==> src/rtl/arrow_key_encoder_pkg.sv <==
// Direction codes shared by the key encoder, sequence checker and display.
// Code of key i is (i+1) mod N_KEYS; all-ones means no direction.
package arrow_pkg;

  localparam int DIR_W_DEF = 3;

  localparam logic [DIR_W_DEF-1:0] DIR_DOWN  = 3'b001;
  localparam logic [DIR_W_DEF-1:0] DIR_UP    = 3'b010;
  localparam logic [DIR_W_DEF-1:0] DIR_RIGHT = 3'b011;
  localparam logic [DIR_W_DEF-1:0] DIR_LEFT  = 3'b000;
  localparam logic [DIR_W_DEF-1:0] DIR_NONE  = 3'b111;

  function automatic int key_to_dir(
    input int idx,
    input int n_keys
  );
    return (idx + 1) % n_keys;
  endfunction

endpackage

==> src/rtl/arrow_key_encoder_if.sv <==
// Valid/ready direction-event channel from the encoder to the checker.
// master drives the event, slave returns ready.
interface arrow_key_encoder_if
  import arrow_pkg::*;
#(
  parameter int DIR_W = DIR_W_DEF
);

  logic             dir_valid;
  logic [DIR_W-1:0] dir_code;
  logic             dir_ready;

  modport master (
    output dir_valid,
    output dir_code,
    input  dir_ready
  );

  modport slave (
    input  dir_valid,
    input  dir_code,
    output dir_ready
  );

endinterface

==> src/rtl/arrow_key_encoder_debounce.sv <==
// One key: 2-FF synchroniser, stability counter, debounced level
// and a registered one-cycle pulse when the level rises.
module key_debounce
  import arrow_pkg::*;
#(
  parameter int unsigned DEBOUNCE_CYCLES = 50000,
  parameter int unsigned KEY_ACTIVE_LOW  = 1
) (
  input  logic clk,
  input  logic resetn,
  input  logic key_i,
  output logic level_o,
  output logic rise_o
);

  localparam int CW = $clog2(DEBOUNCE_CYCLES + 1);
  localparam logic [CW-1:0] CNT_LAST = CW'(DEBOUNCE_CYCLES - 1);

  logic          pin;
  logic          sync1_q;
  logic          sync2_q;
  logic [CW-1:0] cnt_q, cnt_d;
  logic          level_q, level_d;
  logic          rise_q, rise_d;

  // Normalise polarity so that 1 always means pressed downstream.
  assign pin = (KEY_ACTIVE_LOW != 0) ? ~key_i : key_i;

  always_comb begin
    cnt_d   = '0;
    level_d = level_q;
    rise_d  = 1'b0;
    if (sync2_q != level_q) begin
      if (cnt_q == CNT_LAST) begin
        level_d = sync2_q;
        rise_d  = sync2_q;
      end else begin
        cnt_d = cnt_q + 1'b1;
      end
    end
  end

  always_ff @(posedge clk or negedge resetn) begin
    if (!resetn) begin
      sync1_q <= 1'b0;
      sync2_q <= 1'b0;
      cnt_q   <= '0;
      level_q <= 1'b0;
      rise_q  <= 1'b0;
    end else begin
      sync1_q <= pin;
      sync2_q <= sync1_q;
      cnt_q   <= cnt_d;
      level_q <= level_d;
      rise_q  <= rise_d;
    end
  end

  assign level_o = level_q;
  assign rise_o  = rise_q;

endmodule

==> src/rtl/arrow_key_encoder.sv <==
// Debounced arrow keys -> single-press direction events on a
// one-entry valid/ready slot, plus the held-direction level.
module arrow_key_encoder
  import arrow_pkg::*;
#(
  parameter int          N_KEYS          = 4,
  parameter int          DIR_W           = DIR_W_DEF,
  parameter int unsigned DEBOUNCE_CYCLES = 50000,
  parameter int unsigned KEY_ACTIVE_LOW  = 1
) (
  input  logic              clk,
  input  logic              resetn,
  input  logic [N_KEYS-1:0] key_in,
  input  logic              en,
  arrow_key_encoder_if.master dir_bus,
  output logic [DIR_W-1:0]  dir_level,
  output logic              chord_err,
  output logic              overrun
);

  localparam logic [DIR_W-1:0] NONE = '1;

  logic [N_KEYS-1:0] level;
  logic [N_KEYS-1:0] rise;

  for (genvar i = 0; i < N_KEYS; i++) begin : g_key
    key_debounce #(
      .DEBOUNCE_CYCLES (DEBOUNCE_CYCLES),
      .KEY_ACTIVE_LOW  (KEY_ACTIVE_LOW)
    ) u_deb (
      .clk     (clk),
      .resetn  (resetn),
      .key_i   (key_in[i]),
      .level_o (level[i]),
      .rise_o  (rise[i])
    );
  end

  logic             single;
  logic             ev;
  logic [DIR_W-1:0] ev_code;
  logic [DIR_W-1:0] lvl_code;
  logic             accept;

  logic             valid_q, valid_d;
  logic [DIR_W-1:0] code_q, code_d;
  logic [DIR_W-1:0] lvl_q;
  logic             chord_q, chord_d;
  logic             ovr_q, ovr_d;

  // A press is clean only if it is the sole rise and nothing else is held.
  assign single = $onehot(rise) && ((level & ~rise) == '0);
  assign ev     = en && single;
  assign accept = valid_q && dir_bus.dir_ready;

  always_comb begin
    ev_code  = NONE;
    lvl_code = NONE;
    for (int i = 0; i < N_KEYS; i++) begin
      if (rise[i]) ev_code = DIR_W'(key_to_dir(i, N_KEYS));
      if (level[i] && $onehot(level))
        lvl_code = DIR_W'(key_to_dir(i, N_KEYS));
    end
  end

  always_comb begin
    valid_d = valid_q;
    code_d  = code_q;
    ovr_d   = 1'b0;
    chord_d = (|rise) && !single;
    if (ev) begin
      if (!valid_q || accept) begin
        valid_d = 1'b1;
        code_d  = ev_code;
      end else begin
        ovr_d = 1'b1;
      end
    end else if (accept) begin
      valid_d = 1'b0;
      code_d  = NONE;
    end
  end

  always_ff @(posedge clk or negedge resetn) begin
    if (!resetn) begin
      valid_q <= 1'b0;
      code_q  <= NONE;
      lvl_q   <= NONE;
      chord_q <= 1'b0;
      ovr_q   <= 1'b0;
    end else begin
      valid_q <= valid_d;
      code_q  <= code_d;
      lvl_q   <= lvl_code;
      chord_q <= chord_d;
      ovr_q   <= ovr_d;
    end
  end

  assign dir_bus.dir_valid = valid_q;
  assign dir_bus.dir_code  = code_q;
  assign dir_level         = lvl_q;
  assign chord_err         = chord_q;
  assign overrun           = ovr_q;

endmodule

==> src/flat_wrapper.sv <==
// flat-port wrapper written by rule: the top's interface ports become plain ports
module arrow_key_encoder_flat import arrow_pkg::*;
#(
  parameter int          N_KEYS          = 4,
  parameter int          DIR_W           = DIR_W_DEF,
  parameter int unsigned DEBOUNCE_CYCLES = 50000,
  parameter int unsigned KEY_ACTIVE_LOW  = 1
)
  (clk, resetn, key_in, en, dir_level, chord_err, overrun, dir_bus_dir_valid, dir_bus_dir_code, dir_bus_dir_ready);
  arrow_key_encoder_if #(.DIR_W(DIR_W)) dir_bus_i ();
  input  logic clk;
  input  logic resetn;
  input  logic [N_KEYS-1:0] key_in;
  input  logic en;
  output logic [DIR_W-1:0] dir_level;
  output logic chord_err;
  output logic overrun;
  output wire logic [$bits(dir_bus_i.dir_valid)-1:0] dir_bus_dir_valid;
  output wire logic [$bits(dir_bus_i.dir_code)-1:0] dir_bus_dir_code;
  input wire logic [$bits(dir_bus_i.dir_ready)-1:0] dir_bus_dir_ready;
  assign dir_bus_dir_valid = dir_bus_i.dir_valid;
  assign dir_bus_dir_code = dir_bus_i.dir_code;
  assign dir_bus_i.dir_ready = dir_bus_dir_ready;
  arrow_key_encoder #(.N_KEYS(N_KEYS), .DIR_W(DIR_W), .DEBOUNCE_CYCLES(DEBOUNCE_CYCLES), .KEY_ACTIVE_LOW(KEY_ACTIVE_LOW)) u_core (.clk(clk), .resetn(resetn), .key_in(key_in), .en(en), .dir_bus(dir_bus_i), .dir_level(dir_level), .chord_err(chord_err), .overrun(overrun));
endmodule
==> config.mk <==
export PLATFORM = sky130hd
export DESIGN_NAME = arrow_key_encoder_flat
export DESIGN_NICKNAME = d
export VERILOG_FILES = /design/src/rtl/arrow_key_encoder_pkg.sv /design/src/rtl/arrow_key_encoder_if.sv /design/src/rtl/arrow_key_encoder_debounce.sv /design/src/rtl/arrow_key_encoder.sv /design/src/flat_wrapper.sv
export SDC_FILE = /design/constraint.sdc
export NUM_CORES = 1
export LEC_CHECK = 0
export CAP_MARGIN = 30
export CELL_PAD_IN_SITES_DETAIL_PLACEMENT = 0
export CELL_PAD_IN_SITES_GLOBAL_PLACEMENT = 2
export CORE_UTILIZATION = 43
export DETAILED_ROUTE_END_ITERATION = 16
export PLACE_DENSITY = 0.92
export SLEW_MARGIN = 30
export SYNTH_ARGS = -nofsm -noshare
export SYNTH_HDL_FRONTEND = slang
export SYNTH_SLANG_ARGS = --single-unit
==> constraint.sdc <==
create_clock -name clk -period 4.88 [get_ports clk]
set_clock_uncertainty 0.05 [all_clocks]
set_input_delay 0.488 -clock clk [delete_from_list [all_inputs] [get_ports clk]]
set_output_delay 0.488 -clock clk [all_outputs]
set_load 0.05 [all_outputs]
==> results by group, run 1 <==
Outcome
  – Status: finished clean

Power
  – Clock power frac: 0.403
  – Switching share of power: 0.2213
  – Lkg Pwr: about 2 nW
  – Sequential share of power: 0.554
  – Max IR drop VDD: 0.1412 mV
  – Internal cell power: 1.074 mW
  – Comb power frac: 0.043
  – Net Sw Power: approximately 0.31 mW
  – Pwr/cell area: 286.6 mW/mm^2

Floorplanning
  – Top-level I/O count: 17
  – Row count: 36
  – CORE AREA: 0.009684 sq mm
  – Die area: 0.01034 sq mm
  – Starting density of the core: 0.4413
  – Chip Width: 101.7 microns
  – Die Ht: 101.7 microns

Flow run
  – Max-Cap Viols: 0

STA
  – Minimum clock period: between 2000 and 3000 ps
  – Slew HR: 0.4238
  – Fmax: 0.3840 GHz
  – Max-slew violations: 0
  – Transition time of the tightest slew-check pin: 861.4 ps
  – Fin crit share: 0.5337
  – WHS: about 59 ps
  – RSZ-0062 raised after global routing: false
  – Setup TNS Final: 0 ps
  – Final setup viols: 0
  – Final hold violation count: 0

Yosys
  – Post-synth EDFFs: 0
  – Seq/Total Area, Yosys: 0.5228
  – Number of warnings issued by yosys: 0
  – Cell variety after synth: 45
  – Average cell area after synthesis: between 10 and 15 sq um
  – Syn Inst Count: 402
  – Yosys top cell area share: 0.4859
  – Mapped Nets: 425
  – Synthesized area: approximately 0.0043 sq mm
  – Most used flip-flop cell after synthesis: dfrtp_1
  – FF+latch count, synth: 89
  – Asr flop ratio synth: 1.000
  – Synth top area cells: dfrtp_1, xnor2_1, nor2_1, ha_1, dfstp_2
  – Cell taking the most area after synthesis: dfrtp_1

Clock network
  – Clock transition at path regs: 90 ps
  – TritonCTS Buffers: 9
  – Setup Buffers After CTS: 0
  – CTS Hold Bufs: 0
  – Worst-Skew Late Latency: between 300 and 400 ps
  – CTS tree: built
  – CTS Root Cell: clkbuf_8
  – Post-cts resize count: 0
  – Clock sinks: 89
  – # H-tree levels: 3
  – Worst-case clock buffer depth: 2

Placed design
  – Dpl hpwl: 5.252 mm
  – Placed Cells: 549
  – Placer Congestion: between 0.7 and 0.8
  – Port bufs: 16

Drt
  – Vias after detailed routing: roughly 2.9k
  – Post-route DRC violation count: 0
  – Post-DR vias/cell: 5.182
  – Average routed wire per standard cell: 13.44 microns
  – DRT Pass-1 Iters: 4
  – Final WL: 7.596 mm
  – DRT antenna net count: 0
  – Drt initial violations: 70

Global route
  – GRT overflow: 0
  – Gr usage total: 0.1629
  – Largest net degree at the start of global routing: 50
  – Initial antenna violation count: 0
  – Global-route wire length before repair: approximately 13 mm
  – Vias in the first global route: 2852

Cells and area
  – Total Nets Final: 450
  – # fillers: between 800 and 900
  – Core Util, Final: 0.4970
  – Layout cells sized above 1: 0.08333
  – Area growth from synthesis to layout: 12.62%
  – Post-Layout Cell Count: 565
  – N_diodes: 0

Critical path
  – CP arrival: 2820 ps
  – R2r setup slk: 2280 ps
  – Worst R2R End: u_core.dir_bus.dir_code[1]$_DFFE_PN1P_
  – Worst setup SP type: flip-flop
  – Critical path peak fanout: 4
  – CP endpoint kind: flip-flop
  – Worst setup path start: u_core.g_key[3].u_deb.rise_o$_DFF_PN0_
  – Worst r2r path cells: 7
  – Crit path to: u_core.dir_bus.dir_code[1]$_DFFE_PN1P_
  – Setup CP Type: reg2reg
  – Launching point of the worst reg2reg path: u_core.g_key[3].u_deb.rise_o$_DFF_PN0_
  – Worst EP required: 5100 ps

Hold path
  – Worst Hold Class: in2async
==> state kept, by name, indices dropped and copies added (netlist names) <==
register,flops
u_core.g_key.u_deb.cnt_q,64
u_core.g_key.u_deb.level_o,4
u_core.g_key.u_deb.rise_o,4
u_core.g_key.u_deb.sync1_q,4
u_core.g_key.u_deb.sync2_q,4
u_core.dir_bus.dir_code,3
u_core.dir_level,3
u_core.chord_err,1
u_core.dir_bus.dir_valid,1
u_core.overrun,1
==> placed cells by master (no fill, tap or decap), drive strengths merged, types with 2 or more instances in the layout <==
cell	instances
clkdlybuf4s50	15
fa	2
nor3	14
nor4	19
inv	19
dfrtp	83
a21oi	5
nor3b	6
xnor2	47
or3	2
nor4b	2
nand3	21
o41ai	3
buf	3
o21ai	3
ha	13
nor4bb	4
or4	4
mux2i	3
clkbuf	11
nand2	19
xor2	12
a22o	2
bufinv	2
dfstp	6
and3	7
mux2	4
nor2	71
clkinv	3
nand4	19
==> kinds of logic (layout without fill, tap and decap cells) <==
kind of cell             Yosys count  in the layout  share of synthesized area
AO/OA/AOI/OAI                     15             15                    0.03016
XOR/XNOR                          59             59                     0.1209
adder cells (fa/ha/maj)           15             15                    0.04743
buffers and inverters             23             53                    0.02137
flip-flops                        89             89                     0.5228
multiplexers                       7              7                    0.01932
AND/OR/NAND/NOR                  194            194                     0.2380
==> layout make-up <==
type | instances | area [sq um] | area share
clock buffer | 11 | 141.4 | 0.02937
multi-input combinational | 290 | 1948 | 0.4047
inverter | 19 | 71.32 | 0.01482
tap | 133 | 166.4 | 0.03457
sequential | 89 | 2235 | 0.4643
clock inverter | 5 | 78.83 | 0.01638
timing repair buffer | 18 | 172.7 | 0.03587
==> routing by layer <==
metal	GRT usage	routed length [microns]	vias to the layer above
li1	-	-	1441
met5	0	0	-
met3	0.04417	243	6
met1	0.2202	3781	1451
met4	0.03679	73	0
met2	0.2620	3498	30
==> how the worst min path moves through the flow <==
stage	cells past startpoint	slack, ps	from	to
2_1_floorplan	0	140	resetn	u_core.chord_err$_DFF_PN0_
3_3_place_gp	0	290	u_core.g_key[1].u_deb.sync1_q$_DFF_PN0_	u_core.g_key[1].u_deb.sync2_q$_DFF_PN0_
3_5_place_dp	0	290	u_core.g_key[1].u_deb.sync1_q$_DFF_PN0_	u_core.g_key[1].u_deb.sync2_q$_DFF_PN0_
4_1_cts	1	70	resetn	u_core.g_key[3].u_deb.cnt_q[7]$_DFF_PN0_
5_1_grt	1	90	resetn	u_core.g_key[3].u_deb.cnt_q[7]$_DFF_PN0_
6_report	1	60	resetn	u_core.g_key[3].u_deb.cnt_q[7]$_DFF_PN0_
==> per-stage QoR <==
| step | setup WS [ps] | power, mW | instance area [sq um] |
|---|---|---|---|
| after floorplan | 2437 | 0.8067 | 4274 |
| after global placement | 2364 | 0.8379 | 4593 |
| after detailed placement | 2286 | 0.8394 | 4593 |
| after CTS | 2266 | 1.402 | 4813 |
| after global routing | 2139 | 1.439 | 4813 |
| final | 2276 | 1.380 | 4813 |
==> synth_stat cells, types with 2 or more instances <==
library cell,number
nand3_1,20
xnor2_1,47
mux2_4,2
a22o_1,2
nor3_1,14
dfrtp_1,83
nor3b_1,6
nand4_1,19
clkbuf_1,2
xor2_1,12
and3_1,7
inv_1,18
nor4bb_1,4
dfstp_2,6
nor4_1,18
ha_1,13
or4_4,3
a21oi_1,4
mux2_1,2
nand2_1,19
nor2_1,71
nor4b_1,2
o21ai_0,3
fa_1,2
mux2i_1,3
==> critical path, stage by stage, from the launching register on <==
cell and delay, ps:
dfrtp_1 380, inv_1 90, ha_1 300, ha_1 210, fa_1 410, or3b_1 400, nor4_2 440, mux2i_1 250
==> power by group through the flow <==
stage	Sequential, mW	Clock [mW]	Combinational [mW]
6_report	0.764	0.556	0.0599
5_1_grt	0.766	0.604	0.0688
4_1_cts	0.764	0.576	0.0621
3_5_place_dp	0.778	0	0.0610
3_3_place_gp	0.778	0	0.0601
2_1_floorplan	0.783	0	0.0234
Power figures use the tool's default switching activity.
==> run 2, diff against run 1 <==
--- a/config.mk
+++ b/config.mk
@@ -8,9 +8,9 @@
 export CAP_MARGIN = 30
 export CELL_PAD_IN_SITES_DETAIL_PLACEMENT = 0
 export CELL_PAD_IN_SITES_GLOBAL_PLACEMENT = 2
-export CORE_UTILIZATION = 43
+export CORE_UTILIZATION = 36
 export DETAILED_ROUTE_END_ITERATION = 16
-export PLACE_DENSITY = 0.92
+export PLACE_DENSITY = 0.83
 export SLEW_MARGIN = 30
 export SYNTH_ARGS = -nofsm -noshare
 export SYNTH_HDL_FRONTEND = slang
==> constraint.sdc (replaced) <==
create_clock -name clk -period 2.1 [get_ports clk]
set_clock_uncertainty 0.05 [all_clocks]
set_input_delay 0.21 -clock clk [delete_from_list [all_inputs] [get_ports clk]]
set_output_delay 0.21 -clock clk [all_outputs]
set_load 0.05 [all_outputs]
==> results by group, run 2 (synthesis results as in run 1) <==
Critical path
  – Worst setup path start: u_core.g_key[1].u_deb.rise_o$_DFF_PN0_
  – Buf/Inv on CP: 1
  – Launching point of the worst reg2reg path: u_core.g_key[1].u_deb.rise_o$_DFF_PN0_
  – CP endpoint kind: flip-flop
  – CP most frequent cell: ha_4
  – Worst EP required: 2320 ps
  – CP arrival: 2560 ps
  – Worst path cell trace: inv_2 -> ha_4 -> ha_4 -> fa_1 -> or3b_4 -> or4_4 -> nor2_2
  – Slowest cell on crit path: fa_1
  – Critical path peak fanout: 3
  – Cell family with most CP delay: simple AND/OR/NAND/NOR gates
  – Setup CP Type: reg2reg
  – Worst setup SP type: flip-flop
  – Crit-path max cell delay: roughly 430 ps

STA
  – Fin crit share: 1.112
  – Final hold violation count: 0
  – Final setup viols: 5
  – Minimum clock period: 2336 ps
  – RSZ-0062 raised after global routing: true
  – Slew HR: 0.6687
  – WHS: about 260 ps
  – Setup ws final: -235.9 ps
  – Fmax: 0.4281 GHz
  – Transition time of the tightest slew-check pin: 495.3 ps
  – Max-slew violations: 0

Global route
  – Largest net degree at the start of global routing: between 60 and 70
  – GRT overflow: 0
  – Gr usage total: 0.1451
  – Vias in the first global route: 3012
  – Initial antenna violation count: 0
  – Global-route wire length before repair: 14.22 mm

Outcome
  – Status: complete, but fails checks
  – Failing checks: DRC, setup timing

Cells and area
  – Area growth from synthesis to layout: 20.84%
  – Max reg flops: 64
  – Total Nets Final: 471
  – Biggest register: u_core.g_key.u_deb.cnt_q
  – Most common cell after layout, fill and taps aside: dfrtp_1
  – N_diodes: 0
  – # fillers: 1088
  – Most frequent cells in the layout: dfrtp_1, nor2_1, xnor2_1
  – Layout cells sized above 1: 0.1435

Drt
  – Drt initial violations: around 150
  – Average routed wire per standard cell: 13.14 microns
  – Final WL: 7.833 mm
  – Vias after detailed routing: 2965
  – DRT antenna net count: 0
  – Post-DR vias/cell: 4.975
  – DRT Pass-1 Iters: 10
  – Post-route DRC violation count: 4

Clock network
  – # H-tree levels: 3
  – Worst-case clock buffer depth: 2
  – CTS Root Cell: clkbuf_16
  – Clock sinks: 89
  – CTS tree: built
  – TritonCTS Buffers: 9
  – Clock transition at path regs: about 60 ps
  – Worst-Skew Late Latency: 340 ps

Power
  – Pwr/cell area: 711.8 mW/mm^2
  – Lkg Pwr: 2.147 nW
  – Sequential share of power: 0.484
  – Max IR drop VDD: 0.3694 mV
  – Switching share of power: 0.2075
  – Net Sw Power: 0.7627 mW
  – Internal cell power: 2.914 mW
  – Comb power frac: 0.041
  – Clock power frac: 0.476

Flow run
  – Max-Cap Viols: 0

Placed design
  – Port bufs: 16
  – Pre-CTS setup slack: -260.1 ps
  – Placer Congestion: 0.7999
  – Dpl hpwl: 5.498 mm

Floorplanning
  – CORE AREA: 0.01152 sq mm
  – Row count: 39
  – Chip Width: approximately 110 microns
  – Die area: 0.01231 sq mm
  – Starting density of the core: 0.3711
  – Die Ht: 111.0 microns
  – Top-level I/O count: 17

Hold path
  – Worst Hold Class: in2async
==> run 2: cell count changes in the layout (fill, tap and decap cells not counted), moves of 2 or more <==
cell        before  now
ha_4             0    3
inv_2            1    4
clkinvlp_4       0    2
inv_1           18   15
buf_4            3   22
ha_1            13   10
clkinv_2         2    0
clkbuf_16        0    9
clkbuf_8        10    2
==> run 2: final timing paths <==
path | endpoint | slack, ps | cells past startpoint
setup / recovery | u_core.overrun$_DFF_PN0_ | -240 | 7
hold / removal | u_core.g_key[3].u_deb.cnt_q[8]$_DFF_PN0_ | 260 | 2
setup reg to reg | u_core.overrun$_DFF_PN0_ | -240 | 7
hold reg to reg | u_core.g_key[3].u_deb.sync2_q$_DFF_PN0_ | 300 | 0
max in group asynchronous | u_core.dir_bus.dir_code[2]$_DFFE_PN1P_ | 1080 | 3
min in group clk | u_core.g_key[3].u_deb.sync1_q$_DFF_PN0_ | 290 | 2
==> run 2: layout make-up <==
type,instances,area (sq um),area share
multi-input cells,290,2003,0.3878
clock inverters,4,75.07,0.01453
inverters,19,71.32,0.01381
well taps,143,178.9,0.03464
clock buffers,12,256.5,0.04966
repair buffers,39,345.3,0.06686
flip-flops and latches,89,2235,0.4327
==> run 2: power groups by stage <==
stage / Clock [mW] / Combinational [mW] / Sequential [mW]
5_1_grt: 1.89 / 0.172 / 1.78
3_5_place_dp: 0 / 0.153 / 1.81
6_report: 1.75 / 0.150 / 1.78
3_3_place_gp: 0 / 0.152 / 1.81
4_1_cts: 1.82 / 0.156 / 1.78
2_1_floorplan: 0 / 0.0549 / 1.82
==> run 2: what timing repair did <==
item,4_1_cts,5_1_grt
hold buffers,1,0
gates cloned,0,0
pin swaps,1,1
setup buffers,1,1
resized for setup,0,2
endpoints found under the setup margin,5,6
hold endpoints to repair,23,0
==> run 2: stage by stage <==
stage	total power [mW]	area, sq um	cells	util	setup TNS, ps
after floorplan	1.875	4327	402	-	-780.8
after global placement	1.960	4806	577	0.4173	-801.2
after detailed placement	1.961	4806	577	0.4173	-1159
after CTS	3.750	5155	595	0.4476	-1093
after global routing	3.844	5165	596	0.4485	-1478
final	3.677	5165	596	0.4485	-1036
==> run 2: per-layer routing <==
| metal | track usage | routed length (microns) | up-vias |
|---|---|---|---|
| met1 | 0.1950 | 3878 | 1441 |
| met3 | 0.02898 | 168 | 13 |
| met4 | 0.07671 | 193 | 0 |
| li1 | - | - | 1486 |
| met5 | 0 | 0 | - |
| met2 | 0.2214 | 3593 | 25 |
==> run 3, diff against run 2 <==
--- a/config.mk
+++ b/config.mk
@@ -5,7 +5,6 @@
 export SDC_FILE = /design/constraint.sdc
 export NUM_CORES = 1
 export LEC_CHECK = 0
-export CAP_MARGIN = 30
 export CELL_PAD_IN_SITES_DETAIL_PLACEMENT = 0
 export CELL_PAD_IN_SITES_GLOBAL_PLACEMENT = 2
 export CORE_UTILIZATION = 36
==> results of run 3 <==
Same layout as run 2: the final DEF is identical, and so are final timing and power.
